## config.mk

```make
export PLATFORM = sky130hd
export DESIGN_NAME = gray_conv_rr_arbiter
export DESIGN_NICKNAME = d
export VERILOG_FILES = /design/src/rtl/gray_conv_pkg.sv /design/src/rtl/gray2bin_core.sv /design/src/rtl/gray_conv_rr_arbiter.sv
export SDC_FILE = /design/constraint.sdc
export NUM_CORES = 1
export LEC_CHECK = 0
export CAP_MARGIN = 20
export CORE_MARGIN = 4
export CORE_UTILIZATION = 45
export DETAILED_ROUTE_END_ITERATION = 8
export GPL_TIMING_DRIVEN = 0
export PLACE_DENSITY_LB_ADDON = 0.1
export SYNTH_ARGS = -nofsm -noshare
export SYNTH_HDL_FRONTEND = slang
export SYNTH_SLANG_ARGS = --single-unit
export TNS_END_PERCENT = 5
```

## constraint.sdc

```tcl
create_clock -name clk -period 3.9 [get_ports clk]
set_input_delay 0.78 -clock clk [delete_from_list [all_inputs] [get_ports clk]]
set_output_delay 0.78 -clock clk [all_outputs]
set_load 0.02 [all_outputs]
```

## src/rtl/gray_conv_pkg.sv

```systemverilog
// Shared constants and types for the Gray-to-binary round-robin converter.
package gray_conv_pkg;

  localparam int unsigned DEFAULT_WIDTH   = 4;
  localparam int unsigned DEFAULT_NUM_REQ = 4;

  function automatic int unsigned id_width(input int unsigned n);
    return (n < 2) ? 1 : $clog2(n);
  endfunction

  localparam int unsigned DEFAULT_ID_W = id_width(DEFAULT_NUM_REQ);

  typedef struct packed {
    logic [DEFAULT_ID_W-1:0]  id;
    logic [DEFAULT_WIDTH-1:0] bin;
  } result_t;

endpackage

```

## src/rtl/gray2bin_core.sv

```systemverilog
// Combinational Gray-to-binary converter: each binary bit is the XOR of all Gray bits at or above it.
module gray2bin_core #(
  parameter int unsigned WIDTH = 4
) (
  input  logic [WIDTH-1:0] gray,
  output logic [WIDTH-1:0] bin
);

  logic acc;

  always_comb begin
    bin = '0;
    acc = 1'b0;
    for (int unsigned k = 0; k < WIDTH; k++) begin
      acc                = acc ^ gray[WIDTH-1-k];
      bin[WIDTH-1-k]     = acc;
    end
  end

endmodule

```

## src/rtl/gray_conv_rr_arbiter.sv

```systemverilog
// Round-robin arbiter sharing one Gray-to-binary converter among NUM_REQ requesters,
// with a single registered valid/ready result port.
module gray_conv_rr_arbiter
  import gray_conv_pkg::*;
#(
  parameter int unsigned WIDTH   = DEFAULT_WIDTH,
  parameter int unsigned NUM_REQ = DEFAULT_NUM_REQ,
  parameter int unsigned ID_W    = id_width(NUM_REQ)
) (
  input  logic                     clk,
  input  logic                     rst,
  input  logic [NUM_REQ-1:0]       req_valid,
  input  logic [NUM_REQ*WIDTH-1:0] req_gray,
  output logic [NUM_REQ-1:0]       req_ready,
  output logic                     out_valid,
  output logic [WIDTH-1:0]         out_bin,
  output logic [ID_W-1:0]          out_id,
  input  logic                     out_ready
);

  // Same {id, bin} layout as the package record, sized by this instance's parameters.
  typedef struct packed {
    logic [ID_W-1:0]  id;
    logic [WIDTH-1:0] bin;
  } res_t;

  logic             out_valid_q, out_valid_d;
  res_t             result_q, result_d;
  logic [ID_W-1:0]  ptr_q, ptr_d;

  logic             can_accept;
  logic             found;
  logic             accept;
  int unsigned      grant_idx;
  int unsigned      cand;
  logic [WIDTH-1:0] granted_gray;
  logic [WIDTH-1:0] granted_bin;

  // Rotating-priority search: first valid requester at or after ptr, wrapping.
  always_comb begin
    can_accept = !out_valid_q || out_ready;
    found      = 1'b0;
    grant_idx  = 0;
    cand       = 0;
    for (int unsigned k = 0; k < NUM_REQ; k++) begin
      cand = 32'(ptr_q) + k;
      if (cand >= NUM_REQ) cand = cand - NUM_REQ;
      if (!found && req_valid[cand]) begin
        found     = 1'b1;
        grant_idx = cand;
      end
    end
    accept = can_accept && found && !rst;
  end

  always_comb begin
    req_ready = '0;
    if (accept) req_ready[grant_idx] = 1'b1;
  end

  assign granted_gray = req_gray[grant_idx*WIDTH +: WIDTH];

  gray2bin_core #(.WIDTH(WIDTH)) u_conv (
    .gray (granted_gray),
    .bin  (granted_bin)
  );

  // Accept and drain may coincide; a drain without accept keeps the last result visible.
  always_comb begin
    out_valid_d = out_valid_q;
    result_d    = result_q;
    ptr_d       = ptr_q;
    if (accept) begin
      out_valid_d  = 1'b1;
      result_d.id  = ID_W'(grant_idx);
      result_d.bin = granted_bin;
      ptr_d        = (grant_idx == NUM_REQ - 1) ? '0 : ID_W'(grant_idx + 1);
    end else if (out_ready) begin
      out_valid_d = 1'b0;
    end
  end

  always_ff @(posedge clk) begin
    if (rst) begin
      out_valid_q <= 1'b0;
      result_q    <= '0;
      ptr_q       <= '0;
    end else begin
      out_valid_q <= out_valid_d;
      result_q    <= result_d;
      ptr_q       <= ptr_d;
    end
  end

  assign out_valid = out_valid_q;
  assign out_bin   = result_q.bin;
  assign out_id    = result_q.id;

endmodule

```

### Yosys cells after proc, flatten, opt, wreduce, memory -nomap -nowiden

Index checks and enable logic that the tools add are counted.

* register bits after elaboration: 9
* word-level logic and storage cells: 66
* output and inout port bits: 11

* shift-type cells: 1
* eq/ne operators: 1
* bitwise operators: 3
* add/sub/neg operators: 8
* $lt $le $gt $ge: 10
* mux-type cells: 26
* reduce and logical (&&, ||, !) cells: 13

Operator list (number)
* $mux 32: 8
* $lt 32x3->1 const B: 5
* $shiftx 16x33->4: 1
* $eq 32x2->1 const B: 1
* $ge 32x1->1 const B: 1
* $sub 3x3->4 const B: 3
* $mux 1: 11
* $ge 3x3->1 const B: 3
* $bmux 1 s2: 4
* $add 2x2->3 const B: 2
* $logic_and 1x1->1: 6
* $logic_not 1->1: 5
* $mux 4: 1
* $sub 2x3->4 const B: 1
* $add 2x1->3 const B: 1
* $ge 2x3->1 const B: 1
* $xor 1x1->1: 3
* $add 2x1->2 const B: 1
* $demux 1 s2: 1
* $mux 2: 1
* $reduce_bool 2->1: 1
* $logic_or 1x1->1: 1

### Depth between registers and ports, before layout

Gate-level depths: netlist (run 1).

* depth in word-level cells: 19
* depth in mapped cells: 13

### Modules after synthesis

Synthesis (run 1) repeated with hierarchy kept, for this count alone.

* cell total of the unflattened synthesis: 124
* area, all modules: 1099.8 sq um

By module, submodules not included
* gray_conv_rr_arbiter: cells an instance 118, area each 1042.2 sq um, seq. area each 180.2 sq um, instances 1
* gray2bin_core: cells an instance 6, area each 57.6 sq um, seq. area each 0.0 sq um, instances 1

### Worst setup path before layout (run 1)

OpenSTA, ideal clock, no wires.

* path kind: register to output
* start: register ptr_q[0]
* end: output req_ready[1]
* path slack: 675 ps
* arrival time: 2445 ps
* stages on the path, launching flop included: 13
* path buffers: 3
* cells stage by stage: dfxtp_1 -> buf_12 -> buf_6 -> inv_1 -> ha_1 -> buf_4 -> and2_1 -> o21ai_1 -> a32oi_1 -> nor2_1 -> inv_1 -> ha_1 -> and2_1

* cells in the longest elaborated chain, start to end: 19

Ends and longest elaborated chain
* start, declared: RTL line gray_conv_rr_arbiter.sv:29 `logic [ID_W-1:0] ptr_q, ptr_d;`
* start signal, assigned: RTL line gray_conv_rr_arbiter.sv:91 `ptr_q <= ptr_d;`
* branches (longest 13 deep; another with $sub 3x3->4)
* $mux 32 (*): RTL line gray_conv_rr_arbiter.sv:48 `if (!found && req_valid[cand]) begin`
* net grant_idx[0]: RTL line gray_conv_rr_arbiter.sv:34 `int unsigned grant_idx;`
* $ge 32x1->1 (not written as such) or $lt 32x3->1 (tied branches): RTL line gray_conv_rr_arbiter.sv:58 `if (accept) req_ready[grant_idx] = 1'b1;`
* $logic_and 1x1->1 (not written as such): RTL line gray_conv_rr_arbiter.sv:58
* $mux 1 (not written as such): RTL line gray_conv_rr_arbiter.sv:58
* $demux 1 s2 (*): RTL line gray_conv_rr_arbiter.sv:58
* $mux 4 (*): RTL line gray_conv_rr_arbiter.sv:58
* end, declared: RTL line gray_conv_rr_arbiter.sv:14 `output logic [NUM_REQ-1:0] req_ready,`

Mark *: on every way through the listed nets, which the timed path passes. The select of a mux whose other input is x is not followed.

### Worst setup path after layout (run 1)

* start: input req_valid[3]
* end: output req_ready[1]

* cells in the longest elaborated chain, start to end: 17

Ends and longest elaborated chain
* start, declared: RTL line gray_conv_rr_arbiter.sv:12 `input logic [NUM_REQ-1:0] req_valid,`
* $bmux 1 s2: RTL line gray_conv_rr_arbiter.sv:48
* $mux 1 (not written as such): RTL line gray_conv_rr_arbiter.sv:48
* $mux 1: RTL line gray_conv_rr_arbiter.sv:48
* $logic_not 1->1: RTL line gray_conv_rr_arbiter.sv:48
* $logic_and 1x1->1: RTL line gray_conv_rr_arbiter.sv:48
* $mux 1: RTL line gray_conv_rr_arbiter.sv:48
* $logic_not 1->1: RTL line gray_conv_rr_arbiter.sv:48
* $logic_and 1x1->1: RTL line gray_conv_rr_arbiter.sv:48
* $mux 1: RTL line gray_conv_rr_arbiter.sv:48
* $logic_not 1->1: RTL line gray_conv_rr_arbiter.sv:48
* $logic_and 1x1->1: RTL line gray_conv_rr_arbiter.sv:48
* $mux 32: RTL line gray_conv_rr_arbiter.sv:48
* $ge 32x1->1 (not written as such) or $lt 32x3->1 (tied branches): RTL line gray_conv_rr_arbiter.sv:58
* $logic_and 1x1->1 (not written as such): RTL line gray_conv_rr_arbiter.sv:58
* $mux 1 (not written as such): RTL line gray_conv_rr_arbiter.sv:58
* $demux 1 s2: RTL line gray_conv_rr_arbiter.sv:58
* $mux 4 (*): RTL line gray_conv_rr_arbiter.sv:58

Every way passes the cells marked *; elsewhere a longest branch is shown, timed or not. The select of a mux whose other input is x is not followed.

==> flow_summary.ini, run 1 <==
[sta]
slew_headroom_pct = 53.2
min_period_ns = 3.83
timing.fmax_mhz = 261
skew_ns = 0.00261
finalCritPeriodShare_pct = 98.3
fin_tns_setup_ns = 0
setup_slack_ns = 0.0681
worst_slew_pin_slew_ns = 0.695
hold_viol_final = 0
setup_viol = 0
drv_slew = 0

[logic_synthesis]
yosysWarnings = 0
yosysMostFrequentCell = nor2_1
synth_edf_count = 0
syn-cell-area_sq_mm = 0.00109
postSynthAreaPerCell_sq_um = 8.56
ys.flop_type = dfxtp_1
postSynthCellCount = 127
synthDistinctLibCells = 53
synth_area_leader_cell = dfxtp_1
syn_nets = 159
synth.top_cell.area_share_pct = 16.6
synthTopCellsByCount = nor2_1, dfxtp_1, ha_1, mux2i_1, nand2_1
synth_area_leaders = dfxtp_1, ha_1, mux2i_1
async_flop_share_pct = 0
synth-seq-cells = 9
synth_seq_area_share_pct = 16.6

[detailed_routing]
drc_errors = 0
drt_iter0_drc = 10
maxUsedRoutingLayer = met4
via_per_inst = 5.57
wl_per_cell_um = 14.1
vias = 1098
dr_wl_met2_mm = 1.39
finalWirelength_mm = 2.79
met3WireLength_um = 142
antenna_left = 0
drtPass1Iterations = 4
wl_met1_mm = 1.25

[setup_path]
path_delay_family = buffers and inverters
cp-start-kind = input pin
crit_chain = clkdlybuf4s50_1 > buf_6 > mux4_2 > or3b_1 > a21oi_2 > nor4_2 > and2_1 > dlygate4sd2_1
critPathBufInv = 3
crit_slowest_cell = mux4_2
cp_data_required_time_ns = 3.12
critPathMaxFanout = 10
critPathArrivalTime_ns = 3.05
worstSetupEndpointType = output port
max_stage_delay_ns = 0.51
path_class = in -> out

[die]
num_rows = 17
core_area_sq_mm = 0.00225
io_pins = 34
start_util_pct = 48.2
die-width_um = 57.2
dieArea_sq_mm = 0.00327
die_h_um = 57.2

[job]
max-cap-violations = 0

[pwr]
peakVddDrop_mv = 0.400
power_density_mw_per_mm2 = 580
p_leak_nw = 0.629

[global_route]
grt_max_degree = 11
antenna_found_initial = 0
grt.total_usage_pct = 17.0
grt_pass1_vias = 1040
grt-ovfl-total = 0
grt_pass1_wl_mm = 4.56

[clock_network]
cts_tree = yes
cts_root_buffer = clkbuf_4
numCtsBuffers = 3
postCtsHoldBufs = 0
clock_sinks = 9
ctsLongestPathBuffers = 2
clkTransAtPathRegs_ns = 0.06
clk_latency_ns = 0.25
htreeDepth = 1

[cells_and_area]
area_growth_pct = 42.5
finalNetCount = 202
final_util_pct = 68.7
drive_above_1_share_pct = 20.1
antenna_cells = 0

[min_path]
holdCritPathClass = reg -> reg

[place]
io_buffers = 32
gp_congestion = 0.782
place_ws_ns = -0.351
hpwlAfterDp_mm = 2.11

[run_status]
status = finished, final reports clean
-- timing repair --
action,in CTS,in global routing
endpoints found under the setup margin,4,4
gates resized for setup,9,6
setup buffers,2,4
pin swaps,3,2
hold endpoints to repair,0,0
-- worst paths after layout --
check / from / endpoint / slack (ns) / depth (start not counted)
worst min-delay path: out_bin[1] / out_bin[1] / 0.45 / 2
worst max register to register: ptr_q[0] / out_bin[0] / 0.97 / 13
worst min register to register: out_bin[1] / out_bin[1] / 0.45 / 2
worst max-delay path: req_valid[3] / req_ready[1] / 0.07 / 8
-- metal layers --
layer | vias up | GRT usage [%]
li1 | 557 | -
met1 | 508 | 22.1
met2 | 31 | 28.9
met4 | 0 | 4.97
met5 | - | 0
met3 | 2 | 2.49
-- cell families after synthesis --
| kind of cell | Yosys count | synth area share [%] |
|---|---|---|
| AO/OA/AOI/OAI | 37 | 29.0 |
| buffers and inverters | 13 | 7.94 |
| multiplexers | 11 | 11.4 |
| adder cells (fa/ha/maj) | 9 | 10.4 |
| flip-flops | 9 | 16.6 |
| XOR/XNOR | 4 | 3.22 |
| AND/OR/NAND/NOR | 44 | 21.5 |
-- power by group --
part / internal [mW] / leakage [nW] / switching [mW] / total, mW
combinational: 0.326 / 0.538 / 0.354 / 0.680
sequential: 0.123 / 0.0753 / 0.0258 / 0.149
clock: 0.0393 / 0.0150 / 0.0298 / 0.0691
total: 0.488 / 0.629 / 0.410 / 0.898
-- layout by cell type, fill, tap and decap left out, types with 2 or more instances in the layout --
master | netlist | layout
a211o_1 | 2 | 2
a21oi_1 | 5 | 4
and2_1 | 5 | 5
buf_4 | 1 | 7
buf_6 | 2 | 2
clkbuf_1 | 1 | 2
clkbuf_4 | 0 | 3
clkdlybuf4s50_1 | 0 | 27
dfxtp_1 | 9 | 7
dfxtp_2 | 0 | 2
dlygate4sd2_1 | 0 | 4
ha_1 | 9 | 9
inv_1 | 6 | 6
mux2i_1 | 9 | 9
nand2_1 | 8 | 8
nor2_1 | 15 | 13
nor3_1 | 3 | 2
nor3b_1 | 3 | 3
o21ai_0 | 4 | 4
o21ai_1 | 4 | 4
o311ai_0 | 2 | 2
xnor2_1 | 4 | 4
-- worst reg2reg max path: stages (launching register included) --
cell       delay, ns
dfxtp_2         0.37
buf_12          0.13
buf_6           0.13
inv_1           0.06
ha_1            0.31
buf_4           0.18
nor2_2          0.07
a221oi_4        0.42
o31ai_4         0.15
inv_4           0.16
o2111ai_1       0.15
a211o_1         0.35
a211o_1         0.31
o211ai_2        0.07
-- state kept, by name, summed over array words and instances (netlist names) --
register,flops
out_id,2
ptr_q,2
out_valid,1
out_bin,4
-- layout make-up --
type                       count  area, sq um
buffer                         5         53.8
clock buffer                   4         26.3
fill                         187          706
inverter                       8         32.5
multi-input combinational    105          858
sequential                     9          183
tap                           28         35.0
timing repair buffer          38          360
-- per-stage QoR --
stage          power [mW]  hold WS [ns]  instances  area [sq um]
2_1_floorplan       0.587         0.522        127          1090
3_3_place_gp        0.740         0.441        187          1440
4_1_cts             0.854         0.455        193          1500
3_5_place_dp        0.750         0.442        187          1440
5_1_grt             0.978         0.478        197          1550
6_report            0.898         0.451        197          1550
Note: power is estimated with default switching activity, not from simulation.
==> run 2, diff against run 1 <==
==> constraint.sdc (replaced) <==
create_clock -name clk -period 3.9 [get_ports clk]
set_input_delay 0.78 -clock clk [delete_from_list [all_inputs] [get_ports clk]]
set_output_delay 0.78 -clock clk [all_outputs]
set_load 0.1 [all_outputs]
==> run 2 against run 1 <==
Fmax rose by 1.6%; worst setup slack improved by 0.059 ns; clock-buffer cell count did not move; critical path type unchanged; largest power group unchanged.
==> flow_summary.ini, run 2 (synthesis gave the netlist of run 1 again) <==
[run_status]
status = finished, final reports clean

[pwr]
p_leak_nw = 0.603
total_power_mw = 1.03
peakVddDrop_mv = 0.536
power_density_mw_per_mm2 = 683

[detailed_routing]
drt_iter0_drc = 12
via_per_inst = 5.54
vias = 1059
drc_errors = 0
drtPass1Iterations = 4
finalWirelength_mm = 2.68
wl_per_cell_um = 14.0
antenna_left = 0

[setup_path]
r2r_start = ptr_q[0]
critPathArrivalTime_ns = 2.99
max_stage_delay_ns = 0.57
worstSetupEndpointType = output port
crit_slowest_cell = mux4_2
cp_data_required_time_ns = 3.12
path_class = in -> out
r2r_slack_ns = 0.92
crit_chain = clkdlybuf4s50_1 > mux4_2 > or3b_1 > a21oi_2 > nor4_4 > and2_1 > buf_4
critPathBufInv = 2
rr_endpoint = out_bin[0]
cp-start-kind = input pin
critPathMaxFanout = 7
path_depth = 7
reg2regPathDepth = 13
path_delay_family = buffers and inverters

[clock_network]
clkTransAtPathRegs_ns = 0.06
clk_latency_ns = 0.25
clock_sinks = 9
ctsLongestPathBuffers = 2
numCtsBuffers = 3
cts_root_buffer = clkbuf_4
htreeDepth = 1
cts_setup_buffers = 0
cts_tree = yes
postCtsHoldBufs = 0

[global_route]
antenna_found_initial = 0
grt_pass1_wl_mm = 4.47
grt.total_usage_pct = 16.6
grt_max_degree = 11
grt_pass1_vias = 1004
grt-ovfl-total = 0

[sta]
setup_slack_ns = 0.127
slew_headroom_pct = 34.8
min_period_ns = 3.77
timing.fmax_mhz = 265
setup_viol = 0
finalCritPeriodShare_pct = 96.7
worst_slew_pin_slew_ns = 0.974
hold_viol_final = 0
skew_ns = 0.00282
drv_slew = 0
fin_tns_setup_ns = 0

[min_path]
hp-start = out_bin[1]
hold_path_end = out_bin[1]
holdCritPathClass = reg -> reg
worstHoldPathCells = 2

[place]
place_ws_ns = -0.882
hpwlAfterDp_mm = 2.11
gp_congestion = 0.782
dpl.cell_count = 187
io_buffers = 32

[die]
start_util_pct = 48.2
dieArea_sq_mm = 0.00327
die_h_um = 57.2
num_rows = 17
core_area_sq_mm = 0.00225
die-width_um = 57.2
io_pins = 34

[cells_and_area]
instances_no_fill = 191
largest_reg_flops = 4
area_growth_pct = 38.7
antenna_cells = 0
layout_commonest_cell = clkdlybuf4s50_1
layout_common_cells = clkdlybuf4s50_1, nor2_1, mux2i_1, ha_1, nand2_1
finalNetCount = 196
drive_above_1_share_pct = 19.0

[job]
max-cap-violations = 0
-- run 2: routing by layer --
| metal | wire (um) | track usage (%) | up-vias |
|---|---|---|---|
| met5 | 0 | 0 | - |
| met4 | 10 | 4.97 | 0 |
| met3 | 136 | 2.49 | 2 |
| met2 | 1300 | 27.6 | 25 |
| met1 | 1230 | 22.1 | 488 |
| li1 | - | - | 544 |
-- run 2: where the power goes --
part	switching (mW)	internal [mW]
Clock	0.0300	0.0393
Combinational	0.522	0.290
Sequential	0.0260	0.123
Total	0.578	0.452
-- run 2: repair_timing --
action	in CTS	in global routing
endpoints found under the setup margin	4	4
pin swaps	1	1
gates resized for setup	26	8
-- run 2: per-stage QoR --
| step | hold WS [ns] | instance area (sq um) | utilization (%) |
|---|---|---|---|
| 2_1_floorplan | 0.582 | 1090 | - |
| 3_3_place_gp | 0.441 | 1440 | 64.0 |
| 3_5_place_dp | 0.442 | 1440 | 64.0 |
| 4_1_cts | 0.455 | 1470 | 65.1 |
| 5_1_grt | 0.478 | 1510 | 66.9 |
| 6_report | 0.451 | 1510 | 66.9 |
-- run 2: cell type report --
| class | count | area [sq um] |
|---|---|---|
| clock buffer | 4 | 26.3 |
| timing repair buffer | 32 | 313 |
| buffer | 5 | 53.8 |
| multi-input combinational | 105 | 865 |
| sequential | 9 | 183 |
| inverter | 8 | 32.5 |
| fill | 193 | 747 |
| tap | 28 | 35.0 |
-- run 2: worst max-delay path by stage --
stage,from,to
after floorplan,ptr_q[0],req_ready[1]
after global placement,req_valid[1],req_ready[3]
after detailed placement,req_valid[1],req_ready[3]
after CTS,req_valid[1],req_ready[3]
after global routing,ptr_q[0],req_ready[3]
final,req_valid[2],req_ready[3]
-- run 2: worst reg2reg max path, stage by stage (launching register included) --
cell and delay [ns]:
dfxtp_2 0.37, buf_12 0.13, buf_6 0.13, inv_1 0.06, ha_1 0.31, buf_4 0.18
nor2_1 0.20, a221oi_4 0.13, o31ai_4 0.46, inv_4 0.13, o2111ai_1 0.26, o211ai_1 0.17
a211o_1 0.30, o211ai_2 0.07
==> run 3, diff against run 2 <==
--- a/config.mk
+++ b/config.mk
@@ -5,12 +5,14 @@
 export SDC_FILE = /design/constraint.sdc
 export NUM_CORES = 1
 export LEC_CHECK = 0
+export ABC_CLOCK_PERIOD_IN_PS = 3900
 export CAP_MARGIN = 20
 export CORE_MARGIN = 4
 export CORE_UTILIZATION = 45
 export DETAILED_ROUTE_END_ITERATION = 8
 export GPL_TIMING_DRIVEN = 0
 export PLACE_DENSITY_LB_ADDON = 0.1
+export SKIP_CTS_REPAIR_TIMING = 1
 export SYNTH_ARGS = -nofsm -noshare
 export SYNTH_HDL_FRONTEND = slang
 export SYNTH_SLANG_ARGS = --single-unit
==> run 3 against run 2 <==
Global-route usage unchanged; first-iteration DRC count increased by 42%; sequential share of layout area unchanged; final cell count did not move; via count stayed put; critical endpoint is now req_ready[0]; highest routed layer unchanged.
==> flow_summary.ini, run 3 (synthesis gave the netlist of run 1 again) <==
[place]
place_ws_ns = -0.882
hpwlAfterDp_mm = 2.11
io_buffers = 32
gp_congestion = 0.782
dpl.cell_count = 187

[setup_path]
critPathMaxFanout = 10
cp-start-kind = input pin
critPathArrivalTime_ns = 3.03
worstSetupEndpointType = output port
r2r_start = ptr_q[0]
critPathBufInv = 3
r2r_slack_ns = 0.91
max_stage_delay_ns = 0.51
path_delay_family = buffers and inverters
crit_chain = clkdlybuf4s50_1 > buf_6 > mux4_2 > nand4_1 > o31ai_1 > nor4_4 > and2_1 > clkbuf_4
rr_endpoint = out_bin[0]
cp_data_required_time_ns = 3.12
path_class = in -> out
reg2regPathDepth = 13
crit_slowest_cell = mux4_2

[run_status]
status = finished, final reports clean

[global_route]
grt_pass1_wl_mm = 4.46
met1_usage_pct = 22.0
grt.total_usage_pct = 16.6
top_usage_layer = met2
antenna_found_initial = 0
met3_usage_pct = 2.49
grt_pass1_vias = 1015
grt_max_degree = 11
met2_usage_pct = 27.7
grt-ovfl-total = 0

[cells_and_area]
layout_commonest_cell = clkdlybuf4s50_1
area_growth_pct = 38.7
drive_above_1_share_pct = 19.0
final_util_pct = 66.9
antenna_cells = 0
largest_reg_flops = 4
instances_no_fill = 191
layout_common_cells = clkdlybuf4s50_1, nor2_1, mux2i_1, ha_1, nand2_1
finalNetCount = 196

[pwr]
p_sw_mw = 0.578
internal-power_mw = 0.450
power_density_mw_per_mm2 = 682
p_leak_nw = 0.602
swShare_pct = 56.2
pwr-share-seq_pct = 14.5
p_comb_share_pct = 78.8
peakVddDrop_mv = 0.535
clkPwrFrac_pct = 6.7

[detailed_routing]
drtPass1Iterations = 4
antenna_left = 0
drc_errors = 0
via_per_inst = 5.54
drt_iter0_drc = 17
vias = 1059
finalWirelength_mm = 2.68
wl_per_cell_um = 14.0

[die]
die_h_um = 57.2
die-width_um = 57.2
dieArea_sq_mm = 0.00327
core_area_sq_mm = 0.00225
io_pins = 34
num_rows = 17
start_util_pct = 48.2

[clock_network]
numCtsBuffers = 3
clock_sinks = 9
htreeDepth = 1
clk_latency_ns = 0.25
clkTransAtPathRegs_ns = 0.06
cts_tree = yes
ctsLongestPathBuffers = 2
cts_root_buffer = clkbuf_4

[sta]
slew_headroom_pct = 34.9
min_period_ns = 3.81
hold_viol_final = 0
worst_slew_pin_slew_ns = 0.974
setup_slack_ns = 0.0905
drv_slew = 0
skew_ns = 0.00267
setup_viol = 0
finalCritPeriodShare_pct = 97.7
timing.fmax_mhz = 263

[min_path]
holdCritPathClass = reg -> reg
hp-start = out_bin[1]
hold_path_end = out_bin[1]
worstHoldPathCells = 2

[job]
max-cap-violations = 0
-- run 3: changes by cell type in the layout (fill, tap and decap cells not counted) --
cell	before	now
clkbuf_4	3	5
o21ai_1	4	5
o21ai_0	4	3
buf_4	5	3
-- run 3: routing by layer --
layer / part of all wire, % / routed length (um) / vias to the layer above
met1: 47 / 1250 / 492
li1: - / - / 546
met3: 4.5 / 121 / 2
met2: 48 / 1290 / 19
met5: 0 / 0 / -
met4: 0.37 / 10 / 0
-- run 3: per-stage QoR --
| stage | power, mW | cell area, sq um | TNS (ns) | hold slack (ns) |
|---|---|---|---|---|
| after global placement | 0.922 | 1440 | -3.37 | 0.441 |
| after detailed placement | 0.931 | 1440 | -3.49 | 0.442 |
| after floorplan | 0.768 | 1090 | 0 | 0.582 |
| after CTS | 1.01 | 1470 | -3.51 | 0.455 |
| final | 1.03 | 1510 | 0 | 0.449 |
| after global routing | 1.10 | 1510 | -0.00843 | 0.478 |
-- run 3: worst max path at each step --
stage	startpoint	end	cells past startpoint
6_report	req_valid[3]	req_ready[0]	8
4_1_cts	ptr_q[0]	req_ready[3]	13
5_1_grt	ptr_q[0]	req_ready[3]	12
3_5_place_dp	req_valid[1]	req_ready[3]	7
3_3_place_gp	req_valid[1]	req_ready[3]	7
2_1_floorplan	ptr_q[0]	req_ready[1]	12
-- run 3: layout make-up --
cell class	count	area (sq um)
fill	193	747
timing repair buffer	32	313
buffer	5	53.8
clock buffer	4	26.3
inverter	8	32.5
sequential	9	183
tap	28	35.0
multi-input combinational	105	865
-- run 3: power by group through the flow --
stage	registers, mW	logic [mW]	clock network (mW)
detailed placement	0.149	0.782	0
finish	0.149	0.810	0.0691
floorplan	0.293	0.476	0
global placement	0.147	0.775	0
CTS	0.147	0.788	0.0729
global route	0.153	0.872	0.0800
-- run 3: worst register-to-register path, delay by kind of cell (launching register included) --
kind	cells	cell delay, ns
AO/OA/AOI/OAI	6	1.39
AND/OR/NAND/NOR	1	0.20
adder cells (fa/ha/maj)	1	0.31
flip-flops	1	0.37
buffers and inverters	5	0.63
